[config.mk]
export PLATFORM = sky130hd
export DESIGN_NAME = spawn_controller
export DESIGN_NICKNAME = d
export VERILOG_FILES = /design/src/rtl/spawn_controller.sv
export SDC_FILE = /design/constraint.sdc
export NUM_CORES = 1
export LEC_CHECK = 0
export BUFFER_PORTS_ARGS = -buffer_cell sky130_fd_sc_hd__buf_2
export CAP_MARGIN = 15
export CORE_MARGIN = 3
export CORE_UTILIZATION = 50
export DETAILED_ROUTE_END_ITERATION = 16
export PLACE_DENSITY = 0.76
export SLEW_MARGIN = 15
export SYNTH_ARGS = -nofsm -noshare
export SYNTH_HDL_FRONTEND = slang
export SYNTH_SLANG_ARGS = --single-unit
[constraint.sdc]
create_clock -name spawn_clock -period 2.7 [get_ports spawn_clock]
set_clock_uncertainty 0.1 [all_clocks]
set_input_delay 0.54 -clock spawn_clock [delete_from_list [all_inputs] [get_ports spawn_clock]]
set_output_delay 0.54 -clock spawn_clock [all_outputs]
set_load 0.1 [all_outputs]
[src/rtl/spawn_controller.sv]
`default_nettype none
// ============================================================================
// Module      : spawn_controller
// Description : Paces obstacle spawns with a programmable idle timer. Each
//               spawn strobes capture into random_generator, waits for its
//               pipeline to settle, latches random_coord and hands one spawn
//               record downstream over a valid/ready handshake. Zero coords
//               are dropped and counted.
// Revision    : 1.0 - initial release
// ============================================================================
module spawn_controller #(
  parameter int PERIOD_W      = 16,
  parameter int SETTLE_CYCLES = 2,
  parameter int COUNT_W       = 8
) (
  input  logic                spawn_clock,
  input  logic                spawn_reset,
  input  logic                spawn_enable,
  input  logic [PERIOD_W-1:0] spawn_period,
  output logic [1:0]          dir,
  output logic                capture,
  input  logic [14:0]         random_coord,
  output logic                obj_valid,
  input  logic                obj_ready,
  output logic [7:0]          obj_x,
  output logic [6:0]          obj_y,
  output logic [1:0]          obj_dir,
  output logic [COUNT_W-1:0]  spawn_count,
  output logic [COUNT_W-1:0]  drop_count,
  output logic                busy
);

  // Settle counter runs 0..SETTLE_CYCLES-1; keep it at least one bit wide.
  localparam int c_settle_w = (SETTLE_CYCLES > 1) ? $clog2(SETTLE_CYCLES) : 1;
  localparam logic [c_settle_w-1:0] c_settle_last = c_settle_w'(SETTLE_CYCLES - 1);

  typedef enum logic [2:0] {
    S_IDLE    = 3'd0,
    S_CAPTURE = 3'd1,
    S_SETTLE  = 3'd2,
    S_LATCH   = 3'd3,
    S_EMIT    = 3'd4
  } state_t;

  state_t                r_state;
  state_t                w_state_nxt;
  logic [PERIOD_W-1:0]   r_timer;
  logic [PERIOD_W-1:0]   w_timer_nxt;
  logic [c_settle_w-1:0] r_settle;
  logic [c_settle_w-1:0] w_settle_nxt;
  logic [PERIOD_W-1:0]   w_period_last;

  logic                  w_capture_nxt;
  logic                  w_valid_nxt;
  logic [1:0]            w_dir_nxt;
  logic [7:0]            w_x_nxt;
  logic [6:0]            w_y_nxt;
  logic [1:0]            w_obj_dir_nxt;
  logic [COUNT_W-1:0]    w_spawn_count_nxt;
  logic [COUNT_W-1:0]    w_drop_count_nxt;

  // A period of zero behaves as one idle cycle per spawn.
  assign w_period_last = (spawn_period == '0) ? '0 : (spawn_period - PERIOD_W'(1));

  // busy is the only combinational output: anything but IDLE.
  assign busy = (r_state != S_IDLE);

  // State register plus all registered outputs; reset aborts any spawn.
  always_ff @(posedge spawn_clock or posedge spawn_reset) begin
    if (spawn_reset) begin
      r_state     <= S_IDLE;
      r_timer     <= '0;
      r_settle    <= '0;
      capture     <= 1'b0;
      obj_valid   <= 1'b0;
      dir         <= 2'd0;
      obj_x       <= 8'd0;
      obj_y       <= 7'd0;
      obj_dir     <= 2'd0;
      spawn_count <= '0;
      drop_count  <= '0;
    end else begin
      r_state     <= w_state_nxt;
      r_timer     <= w_timer_nxt;
      r_settle    <= w_settle_nxt;
      capture     <= w_capture_nxt;
      obj_valid   <= w_valid_nxt;
      dir         <= w_dir_nxt;
      obj_x       <= w_x_nxt;
      obj_y       <= w_y_nxt;
      obj_dir     <= w_obj_dir_nxt;
      spawn_count <= w_spawn_count_nxt;
      drop_count  <= w_drop_count_nxt;
    end
  end

  // Next-state and next-output decode; everything holds unless a state acts.
  always_comb begin
    w_state_nxt       = r_state;
    w_timer_nxt       = r_timer;
    w_settle_nxt      = r_settle;
    w_capture_nxt     = 1'b0;
    w_valid_nxt       = obj_valid;
    w_dir_nxt         = dir;
    w_x_nxt           = obj_x;
    w_y_nxt           = obj_y;
    w_obj_dir_nxt     = obj_dir;
    w_spawn_count_nxt = spawn_count;
    w_drop_count_nxt  = drop_count;

    case (r_state)
      S_IDLE: begin
        if (spawn_enable) begin
          // Equality compare: a period lowered below the timer fires on wrap.
          if (r_timer == w_period_last) begin
            w_state_nxt   = S_CAPTURE;
            w_timer_nxt   = '0;
            w_capture_nxt = 1'b1;
          end else begin
            w_timer_nxt = r_timer + PERIOD_W'(1);
          end
        end else begin
          w_timer_nxt = '0;
        end
      end

      S_CAPTURE: begin
        w_state_nxt  = S_SETTLE;
        w_settle_nxt = '0;
      end

      S_SETTLE: begin
        if (r_settle == c_settle_last) begin
          w_state_nxt = S_LATCH;
        end else begin
          w_settle_nxt = r_settle + c_settle_w'(1);
        end
      end

      S_LATCH: begin
        w_x_nxt       = random_coord[14:7];
        w_y_nxt       = random_coord[6:0];
        w_obj_dir_nxt = dir;
        if (random_coord == 15'd0) begin
          // Generator produced its invalid code: skip this spawn.
          w_state_nxt = S_IDLE;
          w_dir_nxt   = dir + 2'd1;
          if (drop_count != '1) begin
            w_drop_count_nxt = drop_count + COUNT_W'(1);
          end
        end else begin
          w_state_nxt = S_EMIT;
          w_valid_nxt = 1'b1;
        end
      end

      S_EMIT: begin
        if (obj_valid && obj_ready) begin
          w_state_nxt = S_IDLE;
          w_valid_nxt = 1'b0;
          w_dir_nxt   = dir + 2'd1;
          if (spawn_count != '1) begin
            w_spawn_count_nxt = spawn_count + COUNT_W'(1);
          end
        end
      end

      default: begin
        w_state_nxt = S_IDLE;
      end
    endcase
  end

endmodule
`default_nettype wire
==> results.json <==
{
  "wl_per_cell_um": 16.1,
  "gp_congestion": 0.918,
  "yosysWarnings": 0,
  "dieArea_mm2": 0.00790,
  "hold_viol_final": 0,
  "grt_pass1_wl_um": 14300,
  "fin_util": 0.727,
  "drtIter0Drc": 274,
  "seq_area_mm2": 0.00143,
  "synthCells": 372,
  "leakagePower_nw": 2.26,
  "root_buffer": "clkbuf_8",
  "synth.net_count": 411,
  "grt_antenna_before_repair": 0,
  "r2r_end": "r_state[0]",
  "cts_made_buffers": 9,
  "rrSetupSlack_ps": -40,
  "pwr_density_cell_mw_per_mm2": 949,
  "num_rows": 29,
  "clk-insertion-delay-late_ps": 330,
  "drtAntennaViolNets": 0,
  "endpoint": "r_timer[15]",
  "synthFlopType": "dfrtp_1",
  "nNetsFinal": 540,
  "cpPeakStageDelay_ps": 550,
  "routed_wl_um": 9400,
  "place_hpwl_um": 6680,
  "track_usage": 0.233,
  "cp_top_family": "simple AND/OR/NAND/NOR gates",
  "via_count": 3385,
  "area_growth_pct": 37.5,
  "status": "finished, violations left",
  "fin_cells": 583,
  "die_h_um": 88.9,
  "synth_seq_cells": 57,
  "critPathLaunch": "spawn_period[5]",
  "final_common_cell": "buf_2",
  "worstHoldPathType": "in -> async",
  "core_mm2": 0.00649,
  "critPathArrivalTime_ps": 3150,
  "worst-setup-path-type": "in -> reg",
  "synth_area_mm2": 0.00343,
  "finalSetupViolCount": 18,
  "cts_tree": "done",
  "multi_input_area_mm2": 0.00207,
  "end_kind": "register",
  "avgViaCountPerCell": 5.81,
  "overflow": 0,
  "period_share": 1.12,
  "h-tree-depth": 3,
  "yosysSeqAreaShare": 0.415,
  "hold_buffers": 0,
  "tightest_slew_ps": 633,
  "cp.required_ps": 2820,
  "synth-edff-count": 0,
  "ios": 73,
  "critPathSlowestCell": "or4_4",
  "cts_buffer_depth": 2,
  "rr_startpoint": "r_timer[10]",
  "crit_chain": "buf_8 -> or4_4 -> or4_4 -> and2_4 -> a2111oi_4 -> nand4_1 -> o31ai_4 -> buf_4 -> nor2_1 -> a211o_1",
  "port_buffers": 72,
  "start_kind": "input port",
  "grt_pass1_vias": 3029,
  "maxSlewViolCount": 0,
  "grt_start_max_net_pins": 30,
  "critPathMaxFanout": 8,
  "drt-pass1-iter-count": 5,
  "die_w_um": 88.9,
  "ir_worst_vdd_mv": 0.912,
  "rsz0062_at_grt": "true",
  "async_reset_ff_frac": 1.00,
  "max_slew_margin": 0.577,
  "clock_sinks": 57,
  "period_minus_slack_ps": 3040,
  "crit_top_cell": "or4_4",
  "drive_gt1_frac": 0.429,
  "cp.buffers_inverters": 2,
  "antenna_cells": 0,
  "path_clk_slew_ps": 60,
  "start_util": 0.529,
  "syn_area_per_cell_um2": 9.23,
  "setup_ws_ps": -336,
  "remaining_drc_errors": 0,
  "final_cell_mix": "buf_2 (70), buf_4 (59), dfrtp_1 (57), nand2_1 (42)",
  "ff2ff_path_depth": 8,
  "cap_violations": 0,
  "crit_cells": 10,
  "fmax_mhz": 329,
  "dp.cells": 558,
  "num-fill-cells": 480,
  "synthDistinctLibCells": 51,
  "violations": "setup timing"
}
[where the power goes]
part	total (mW)	switching [mW]	internal, mW
sequential	1.25	0.188	1.07
clock	0.753	0.323	0.431
combinational	2.47	1.89	0.581
total	4.48	2.40	2.08
[worst min-delay path by stage]
stage,from,to,depth (start not counted)
CTS,spawn_reset,drop_count[6],2
floorplan,r_state[2],r_state[1],1
finish,spawn_reset,drop_count[1],2
global placement,drop_count[6],drop_count[6],1
detailed placement,drop_count[4],drop_count[4],1
global route,spawn_reset,drop_count[2],2
[synth_stat cells (all sizes together) (5+ instances only)]
master	n	area, µm²
clkbuf	16	60.1
inv	10	37.5
xnor2	20	175
a21o	7	52.6
dfrtp	57	1430
or3	8	50.1
o21ai	13	65.1
a21oi	16	80.1
and2	6	40.0
nand2	42	158
nor2	17	63.8
or2	9	56.3
nand4	9	56.3
nand3	17	85.1
nor4	10	62.6
and3	8	50.1
xor2	14	123
mux2	20	225
nor2b	5	31.3
o31ai	6	50.1
nor3	17	90.1
[worst register-to-register path, stage by stage (launching register included)]
cell and delay, ps:
dfrtp_1 380, or4_1 540, nor4_1 330, nor2_1 60
or4b_1 490, nor3_2 200, nand4_1 150, o31a_1 270
nor3_1 130
[final cells by class]
class / count / area share
inverters: 10 / 0.00795
clock buffers: 14 / 0.0387
flip-flops and latches: 57 / 0.302
multi-input cells: 286 / 0.438
repair buffers: 137 / 0.191
well taps: 77 / 0.0204
clock inverters: 2 / 0.00212
[per-layer routing]
metal	track usage	up-vias	share of wire
li1	-	1598	-
met1	0.315	1655	0.43
met2	0.367	108	0.50
met3	0.0577	24	0.050
met4	0.0742	0	0.019
met5	0	-	0
[flip-flops by register name (all words and copies together) (netlist names), 2 cells and up]
signal	count
r_state	3
r_timer	16
drop_count	8
spawn_count	8
obj_dir	2
obj_x	8
obj_y	7
dir	2
[kinds of logic (layout without fill, tap and decap cells)]
family / Yosys count / after routing / synth area share
and+or+nand+nor: 163 / 163 / 0.251
buffers and inverters: 29 / 163 / 0.0335
adders and majority gates: 4 / 4 / 0.0146
muxes: 23 / 23 / 0.0743
AOI/OAI and AO/OA: 62 / 62 / 0.125
DFF: 57 / 57 / 0.415
xor gates and xnor gates: 34 / 34 / 0.0867
[repair_timing]
action,4_1_cts,5_1_grt
setup endpoints to repair,18,18
gates resized for setup,18,30
buffers inserted,6,2
cloned,0,1
pin swaps,1,14
[through the flow]
| step | total power, mW | hold WS [ps] | worst slack (ps) | cell area (µm²) | setup TNS (ps) |
|---|---|---|---|---|---|
| floorplan | 3.08 | 394 | -465 | 3470 | -6250 |
| global placement | 3.49 | 373 | -614 | 4270 | -9350 |
| detailed placement | 3.54 | 375 | -708 | 4270 | -10280 |
| CTS | 4.37 | 190 | -246 | 4570 | -2670 |
| global route | 4.67 | 222 | -386 | 4720 | -5610 |
| finish | 4.48 | 190 | -336 | 4720 | -4570 |
Power figures use the tool's default switching activity.
